`config.mk`:
```
export PLATFORM = sky130hd
export DESIGN_NAME = tmr32_alarm_sched
export DESIGN_NICKNAME = d
export VERILOG_FILES = /design/src/rtl/tmr32_alarm_sched.sv
export SDC_FILE = /design/constraint.sdc
export NUM_CORES = 1
export LEC_CHECK = 0
export ABC_CLOCK_PERIOD_IN_PS = 8800
export CELL_PAD_IN_SITES_DETAIL_PLACEMENT = 0
export CELL_PAD_IN_SITES_GLOBAL_PLACEMENT = 1
export CORE_MARGIN = 2
export CORE_UTILIZATION = 40
export CTS_CLUSTER_DIAMETER = 60
export DETAILED_ROUTE_END_ITERATION = 10
export GPL_TIMING_DRIVEN = 1
export PLACE_DENSITY_LB_ADDON = 0.1
export SETUP_SLACK_MARGIN = 0.15
export SLEW_MARGIN = 0
export SYNTH_ARGS = -nofsm -noshare
export SYNTH_HDL_FRONTEND = slang
export SYNTH_SLANG_ARGS = --single-unit
```
`constraint.sdc`:
```
create_clock -name PCLK -period 8.8 [get_ports PCLK]
set_input_delay 1.76 -clock PCLK [delete_from_list [all_inputs] [get_ports PCLK]]
set_output_delay 1.76 -clock PCLK [all_outputs]
set_load 0.02 [all_outputs]
```
`src/rtl/tmr32_alarm_sched.sv`:
```
// -----------------------------------------------------------------------------
// tmr32_alarm_sched
//
// APB alarm scheduler that shares one TIMER32 compare/overflow resource among
// NCH software alarm channels. Each channel holds an absolute 32-bit deadline.
// The earliest armed deadline (by distance from the current TMR count, modulo
// 2^32) is loaded into TMRCMP. When the core reports the match, that channel is
// marked pending and the channels are rescanned.
//
// Build option: define TMR32_SCHED_PERIODIC_EN to add per-channel PERIOD
// registers (0x80+4i) that re-arm a channel at DEADLINE+PERIOD on every fire.
//
// Ports
//   PCLK, PRESETn          APB clock, async active-low reset
//   PSEL/PENABLE/PWRITE    APB control; writes on PSEL&PWRITE&PENABLE
//   PADDR[19:2], PWDATA    APB word address / write data
//   PRDATA, PREADY         combinational read data (on PADDR), always ready
//   IRQ                    OR of PEND & IRQEN
//   TMR, TMROV             count and sticky compare-match flag from the core
//   PRE, TMRCMP            prescaler and compare value to the core
//   TMROVCLR, TMREN        overflow clear pulse and compare enable to the core
//
// Register map (byte offsets)
//   0x00 CTRL[0]=GEN   0x04 PRE   0x08 ARM   0x0C PEND (W1C)   0x10 IRQEN
//   0x14 TMR (ro)      0x40+4i DEADLINE[i] (write also arms)   0x80+4i PERIOD[i]
//   unmapped reads return 0xDEADBEEF
//
// FSM states
//   state  | meaning
//   IDLE   | compare disabled, waiting for GEN & dirty
//   SCAN   | one channel per cycle: fire expired, track nearest future deadline
//   LOAD   | drive TMRCMP with the nearest deadline, pulse TMROVCLR
//   WAIT   | compare armed; TMROV fires current channel, dirty forces rescan
// -----------------------------------------------------------------------------
module tmr32_alarm_sched #(
    parameter int NCH = 4
) (
    input  logic        PCLK,
    input  logic        PRESETn,
    input  logic        PSEL,
    input  logic [19:2] PADDR,
    input  logic        PENABLE,
    input  logic        PWRITE,
    input  logic [31:0] PWDATA,
    output logic [31:0] PRDATA,
    output logic        PREADY,
    output logic        IRQ,
    input  logic [31:0] TMR,
    input  logic        TMROV,
    output logic [31:0] PRE,
    output logic [31:0] TMRCMP,
    output logic        TMROVCLR,
    output logic        TMREN
);
    localparam int IW = (NCH > 1) ? $clog2(NCH) : 1;

    localparam logic [1:0] S_IDLE = 2'd0;
    localparam logic [1:0] S_SCAN = 2'd1;
    localparam logic [1:0] S_LOAD = 2'd2;
    localparam logic [1:0] S_WAIT = 2'd3;

    logic [1:0]     state;
    logic           gen;
    logic           dirty;
    logic [NCH-1:0] arm;
    logic [NCH-1:0] pend;
    logic [NCH-1:0] irqen;
    logic [31:0]    pre_q;
    logic [31:0]    deadline [NCH];
    logic [IW-1:0]  idx;
    logic [IW-1:0]  best;
    logic [IW-1:0]  cur;
    logic           best_vld;
    logic [31:0]    best_dist;
    logic [31:0]    cmp_q;
    logic           en_q;

    logic [17:0]    wa;
    logic           wr_en;
    logic           wr_ctrl;
    logic           wr_pre;
    logic           wr_arm;
    logic           wr_pend;
    logic           wr_irqen;
    logic [NCH-1:0] wr_dl;
    logic [31:0]    scan_dl;
    logic [31:0]    scan_dist;
    logic           scan_arm;
    logic           scan_exp;
    logic           scan_cand;
    logic           last_idx;
    logic           fire_en;
    logic [IW-1:0]  fire_idx;
    logic           reload;
    logic [31:0]    reload_dl;
    logic           enter_scan;

    assign wa       = PADDR;
    assign wr_en    = PSEL & PWRITE & PENABLE;
    assign wr_ctrl  = wr_en & (wa == 18'h0);
    assign wr_pre   = wr_en & (wa == 18'h1);
    assign wr_arm   = wr_en & (wa == 18'h2);
    assign wr_pend  = wr_en & (wa == 18'h3);
    assign wr_irqen = wr_en & (wa == 18'h4);

    always_comb begin
        wr_dl = '0;
        for (int i = 0; i < NCH; i++) begin
            wr_dl[i] = wr_en & (wa == 18'(16 + i));
        end
    end

    // Distance is taken modulo 2^32 so deadlines across the TMR wrap still
    // order correctly; anything at or behind TMR counts as expired.
    assign scan_dl   = deadline[idx];
    assign scan_arm  = arm[idx];
    assign scan_dist = scan_dl - TMR;
    assign scan_exp  = (scan_dist == 32'd0) | scan_dist[31];
    assign scan_cand = scan_arm & ~scan_exp & (~best_vld | (scan_dist < best_dist));
    assign last_idx  = (idx == IW'(NCH - 1));

    always_comb begin
        fire_en  = 1'b0;
        fire_idx = idx;
        if (gen && (state == S_SCAN) && scan_arm && scan_exp) begin
            fire_en = 1'b1;
        end else if (gen && (state == S_WAIT) && TMROV) begin
            fire_en  = 1'b1;
            fire_idx = cur;
        end
    end

    assign enter_scan = gen & (((state == S_IDLE) & dirty) |
                               ((state == S_WAIT) & (TMROV | dirty)));

`ifdef TMR32_SCHED_PERIODIC_EN
    logic [31:0]    period [NCH];
    logic [NCH-1:0] wr_pd;

    always_comb begin
        wr_pd = '0;
        for (int i = 0; i < NCH; i++) begin
            wr_pd[i] = wr_en & (wa == 18'(32 + i));
        end
    end

    assign reload    = fire_en & (period[fire_idx] != 32'd0);
    assign reload_dl = deadline[fire_idx] + period[fire_idx];

    always_ff @(posedge PCLK or negedge PRESETn) begin
        if (!PRESETn) begin
            for (int i = 0; i < NCH; i++) period[i] <= '0;
        end else begin
            for (int i = 0; i < NCH; i++) begin
                if (wr_pd[i]) period[i] <= PWDATA;
            end
        end
    end
`else
    assign reload    = 1'b0;
    assign reload_dl = 32'd0;
`endif

    always_ff @(posedge PCLK or negedge PRESETn) begin
        if (!PRESETn) begin
            gen   <= 1'b0;
            pre_q <= '0;
            irqen <= '0;
        end else begin
            if (wr_ctrl)  gen   <= PWDATA[0];
            if (wr_pre)   pre_q <= PWDATA;
            if (wr_irqen) irqen <= PWDATA[NCH-1:0];
        end
    end

    // Write beats clear so a config change landing on the SCAN entry edge is
    // not lost. A periodic reload during SCAN also requests a rescan so the
    // re-armed channel gets considered.
    always_ff @(posedge PCLK or negedge PRESETn) begin
        if (!PRESETn) begin
            dirty <= 1'b0;
        end else if (wr_ctrl | wr_arm | (|wr_dl) | (reload & (state == S_SCAN))) begin
            dirty <= 1'b1;
        end else if (enter_scan) begin
            dirty <= 1'b0;
        end
    end

    // Fire is applied first so a same-cycle APB write to ARM/DEADLINE wins
    // over the disarm, while PEND set beats a same-cycle W1C.
    always_ff @(posedge PCLK or negedge PRESETn) begin
        if (!PRESETn) begin
            arm  <= '0;
            pend <= '0;
            for (int i = 0; i < NCH; i++) deadline[i] <= '0;
        end else begin
            for (int i = 0; i < NCH; i++) begin
                if (fire_en && (fire_idx == IW'(i))) begin
                    pend[i] <= 1'b1;
                    if (reload) deadline[i] <= reload_dl;
                    else        arm[i]      <= 1'b0;
                end else if (wr_pend && PWDATA[i]) begin
                    pend[i] <= 1'b0;
                end
                if (wr_arm) arm[i] <= PWDATA[i];
                if (wr_dl[i]) begin
                    deadline[i] <= PWDATA;
                    arm[i]      <= 1'b1;
                end
            end
        end
    end

    always_ff @(posedge PCLK or negedge PRESETn) begin
        if (!PRESETn) begin
            state     <= S_IDLE;
            idx       <= '0;
            best      <= '0;
            cur       <= '0;
            best_vld  <= 1'b0;
            best_dist <= '0;
            cmp_q     <= '0;
            en_q      <= 1'b0;
        end else if (!gen) begin
            state <= S_IDLE;
            en_q  <= 1'b0;
        end else begin
            case (state)
                S_IDLE: begin
                    if (dirty) begin
                        state    <= S_SCAN;
                        idx      <= '0;
                        best_vld <= 1'b0;
                    end
                end
                S_SCAN: begin
                    if (scan_cand) begin
                        best_vld  <= 1'b1;
                        best      <= idx;
                        best_dist <= scan_dist;
                    end
                    if (last_idx) begin
                        if (best_vld | scan_cand) begin
                            state <= S_LOAD;
                        end else begin
                            state <= S_IDLE;
                            en_q  <= 1'b0;
                        end
                    end else begin
                        idx <= idx + 1'b1;
                    end
                end
                S_LOAD: begin
                    cmp_q <= deadline[best];
                    en_q  <= 1'b1;
                    cur   <= best;
                    state <= S_WAIT;
                end
                S_WAIT: begin
                    if (TMROV | dirty) begin
                        state    <= S_SCAN;
                        idx      <= '0;
                        best_vld <= 1'b0;
                    end
                end
                default: state <= S_IDLE;
            endcase
        end
    end

    always_comb begin
        PRDATA = 32'hDEAD_BEEF;
        case (wa)
            18'h0:   PRDATA = {31'd0, gen};
            18'h1:   PRDATA = pre_q;
            18'h2:   PRDATA = {{(32-NCH){1'b0}}, arm};
            18'h3:   PRDATA = {{(32-NCH){1'b0}}, pend};
            18'h4:   PRDATA = {{(32-NCH){1'b0}}, irqen};
            18'h5:   PRDATA = TMR;
            default: ;
        endcase
        for (int i = 0; i < NCH; i++) begin
            if (wa == 18'(16 + i)) PRDATA = deadline[i];
`ifdef TMR32_SCHED_PERIODIC_EN
            if (wa == 18'(32 + i)) PRDATA = period[i];
`endif
        end
    end

    assign PREADY   = 1'b1;
    assign IRQ      = |(pend & irqen);
    assign PRE      = pre_q;
    assign TMRCMP   = cmp_q;
    assign TMREN    = en_q;
    // LOAD drops any overflow left over from the previous compare value.
    assign TMROVCLR = (state == S_LOAD);

endmodule
```
==> impl_results.md <==
- I/O pin count: 188
- Chip Width: 200 um
- Area of placed instances: 17700 um^2
- Switching Power: 0.000675 W
- Critical path's most frequent cell: sky130_fd_sc_hd__nand4_1
- Via count: 11800
- Kind of cell with the highest combined delay on the critical path: compound AO/OA/AOI/OAI gates
- Antenna violations before repair: 0
- Vertical die dimension: 200 um
- Synthesized area: 15300 um^2
- Number of DRC markers after the initial detailed-route iteration: 753
- Number of filler instances in the final layout: 3438
- Post-cts gate resize count: 0
- Max frequency: 135 MHz
- Async SR Flop Fraction: 100%
- Count of warnings emitted by yosys: 0
- # H-tree levels: 2
- Leading cell types by total area after synthesis: sky130_fd_sc_hd__dfrtp_1, sky130_fd_sc_hd__mux2_2, sky130_fd_sc_hd__mux4_2, sky130_fd_sc_hd__ha_1, sky130_fd_sc_hd__mux2_4
- Unrepaired setup endpoints after global routing: false
- Largest net degree at the start of global routing: 86
- Floorplan die area: 39900 um^2
- Count of buffers inserted at the top-level ports: 186
- Final Core Density: 50.2%
- Slew @ Worst Pin: 1.15 ns
- Leak: 8.67 nW
- Count of unique library cells instantiated by Yosys: 77
- Slew Viols, Final: 0
- Max capacitance violation total: 0
- Count of clock tree sinks: 248
- Setup Fix Bufs, Post-CTS: 0
- Total negative slack: 0 ns
- Max_slew headroom: 22.9%
- Switching share of power: 23.7%
- Routability Congestion: 0.864
- Number of setup violations in the final report: 0
- Part of the total power dissipated in the clock network: 53.0%
- HPWL reported at the end of detailed placement: 33400 um
- CP Data Arrival Time: 7.80 ns
- Aggregate routed wire length: 48200 um
- Portion of the clock cycle consumed by the worst path in the final layout: 84.1%
- Cell at the slowest stage of the critical path: sky130_fd_sc_hd__o311ai_1
- Total power consumption of the routed design: 0.00285 W
- GR Layer Usage met1: 34.7%
- Most used standard cell by instance count after synthesis: sky130_fd_sc_hd__dfrtp_1
- Clock tree from TritonCTS: built
- Chain of cells forming the critical path: clkdlybuf4s50_1, inv_1, ha_1, o21ai_1, a21oi_4, o311ai_1, and4b_1, o21ai_0, a221oi_1, xnor2_1, inv_1, ha_1, nand4_1, nor2_1, nand4_1, a211oi_1, nand4_1, o21a_1, o21ai_0, a21oi_1, o21ai_4, buf_4, mux2_2
- Non-filler instance count after layout: 2023
- P_int: 0.00217 W
- Area of the core: 37700 um^2
- Total buffers and inverters traversed by the critical path: 4
- Root Driver: sky130_fd_sc_hd__clkbuf_16
- Sequential element share of the synthesized area: 40.5%
- Post-route ant nets: 0
- Met3 usage: 3.34%
- Worst setup path category: in2reg
- Biggest area consumer among synthesized cells: sky130_fd_sc_hd__dfrtp_1
- Via count of the first global-routing pass: 12100
- Wire length of the first global-routing pass: 73600 um
- Area taken by multi-input logic gates: 8490 um^2
- DRC violation count after routing: 0
- P&R area growth vs syn: 23.5%
- EDFF count, synth: 0
- Global routing usage on met2: 39.0%
- Kind of path behind the tightest hold check: reg2reg
- Total Nets Final: 1640
- Post-route minimum period: 7.40 ns
- Fraction of post-synthesis cell area in the top cell type by area: 40.5%
- Share of total power in sequential cells: 40.5%
- # rows: 71
- FF/Latch Area: 6210 um^2
- Startpoint class of the critical path: input pin
- Clock buffers created by TritonCTS: 36
- Share of total power in combinational logic: 6.6%
- Number of standard cells after synthesis: 1310
- Most Crowded Layer GR: met2
- Starting Density: 40.7%
- Global-route congestion overflow total: 0
- Antenna diode instance count: 0
- Post-detailed-route via-to-cell ratio: 5.84
- Hold Vio Cnt, Final: 0
- Cell count after placement: 1958
- Post-route cell area: 18900 um^2
- Mapped Avg Cell Area: 11.7 um^2
- Count of TritonRoute iterations in the first routing pass: 5
- Clock-pin slew on the worst setup and hold paths: 0.05 ns
- Areal power density over the cells: 151 nW/um^2
- Total track usage: 24.5%
- Ys flop type: sky130_fd_sc_hd__dfrtp_1
- Worst stage delay on the critical path: 0.66 ns
- Final worst clock skew: 0.0142 ns
- Drt wl/cell: 23.8 um
- Peak supply drop: 0.112 mV
- Post-cts hold buffer count: 0
- Post-synthesis register bit count: 248
- Clock buffer depth: 3
- Net count after synthesis: 1465
- Source-to-sink clock delay at the later pin of the worst-skew pair: 0.53 ns
- Worst Setup End Kind: register
- Outcome: finished clean
- Fraction of layout instances using a drive strength above 1: 27.4%
- Largest driver fanout on the critical path: 13
- Commonest cells in the synthesized netlist: sky130_fd_sc_hd__dfrtp_1, sky130_fd_sc_hd__mux2_2, sky130_fd_sc_hd__inv_1, sky130_fd_sc_hd__ha_1, sky130_fd_sc_hd__mux4_2
- CP Data Required Time: 9.20 ns
==> sequential cells by signal, indices dropped and copies added (netlist names), 2 cells and up <==
name and flops:
deadline 128, state 2, best_dist 32, irqen 4
TMRCMP 32, arm 4, cur 2, best 2
PRE 32, pend 4, idx 2
==> cells in the final DEF, fill, tap and decap left out, types with 5 or more instances in the layout <==
cell                              Yosys  routed
sky130_fd_sc_hd__nor2_1              59      52
sky130_fd_sc_hd__a31oi_1              5       5
sky130_fd_sc_hd__dfrtp_1            248     245
sky130_fd_sc_hd__clkbuf_8             2       6
sky130_fd_sc_hd__o22ai_1             48      48
sky130_fd_sc_hd__o211ai_1             5       5
sky130_fd_sc_hd__nand2b_1             9       9
sky130_fd_sc_hd__xnor2_1             16      16
sky130_fd_sc_hd__clkdlybuf4s50_1      0     185
sky130_fd_sc_hd__o21ai_0             33      33
sky130_fd_sc_hd__nor4_1               7       7
sky130_fd_sc_hd__and3_1               5       5
sky130_fd_sc_hd__nor2_4               1       5
sky130_fd_sc_hd__nand2_1             55      53
sky130_fd_sc_hd__o21a_1               8       8
sky130_fd_sc_hd__or4_1                6       6
sky130_fd_sc_hd__clkbuf_16            0      37
sky130_fd_sc_hd__xor2_1              15      15
sky130_fd_sc_hd__mux2_2             209     209
sky130_fd_sc_hd__nor3_1              34      34
sky130_fd_sc_hd__ha_1                66      66
sky130_fd_sc_hd__a22oi_1             21      21
sky130_fd_sc_hd__buf_4                4      23
sky130_fd_sc_hd__inv_6                0       5
sky130_fd_sc_hd__mux4_2              66      66
sky130_fd_sc_hd__inv_1               79      79
sky130_fd_sc_hd__and2_1               5       5
sky130_fd_sc_hd__nand4_1             14      14
sky130_fd_sc_hd__mux2i_1              6       6
sky130_fd_sc_hd__mux2_4              27      27
sky130_fd_sc_hd__a21o_1              20      20
sky130_fd_sc_hd__clkbuf_1            42       6
sky130_fd_sc_hd__a21oi_1             50      50
sky130_fd_sc_hd__a221oi_1            27      27
sky130_fd_sc_hd__o21ai_1              5       5
sky130_fd_sc_hd__nor2b_1              9       9
sky130_fd_sc_hd__nand3_1             17      17
==> power groups by stage <==
stage | clock network (W) | logic (W) | registers (W)
after CTS | 0.00154 | 0.000189 | 0.00115
final | 0.00151 | 0.000187 | 0.00115
after detailed placement | 0 | 0.000188 | 0.00117
after global placement | 0 | 0.000188 | 0.00117
after floorplan | 0 | 0.0000845 | 0.00117
after global routing | 0.00159 | 0.000208 | 0.00115
==> cell type report <==
cell class,count,area share (%)
multi-input combinational,911,44.9
sequential,248,32.8
timing repair buffer,209,10.8
clock buffer,49,5.45
tap,511,3.38
inverter,79,1.57
clock inverter,16,1.10
==> path summary, 6_finish.rpt <==
check	startpoint	endpoint	slack [ns]	cells past startpoint
hold reg to reg	best_dist[31]	best_dist[31]	0.49	1
hold / removal	best_dist[31]	best_dist[31]	0.49	1
setup reg to reg	idx[0]	best[1]	1.44	23
max in group asynchronous	PRESETn	PRE[7]	6.17	2
min in group asynchronous	PRESETn	PRE[26]	1.23	1
setup / recovery	TMR[2]	best[1]	1.40	23
==> routing by layer <==
metal,vias up,wire (um)
met5,-,0
met4,0,1060
met3,78,1970
met2,318,22400
met1,6122,22800
li1,5303,-
==> cell families after synthesis <==
logic type	count (synthesis)	synth area share, %
other cells	1	0.0245
compound gates	264	11.9
xor+xnor	31	1.77
buf+inv	151	4.35
fa+ha+maj	67	5.52
flops	248	40.5
simple gates	240	7.83
mux	308	28.1
==> per-stage QoR <==
| step | hold slack [ns] | setup WS (ns) |
|---|---|---|
| floorplan | 0.454 | 2.61 |
| global placement | 0.474 | 1.03 |
| detailed placement | 0.475 | 0.897 |
| CTS | 0.489 | 1.38 |
| global route | 0.512 | 0.865 |
| finish | 0.489 | 1.40 |
Note: power is estimated with default switching activity, not from simulation.
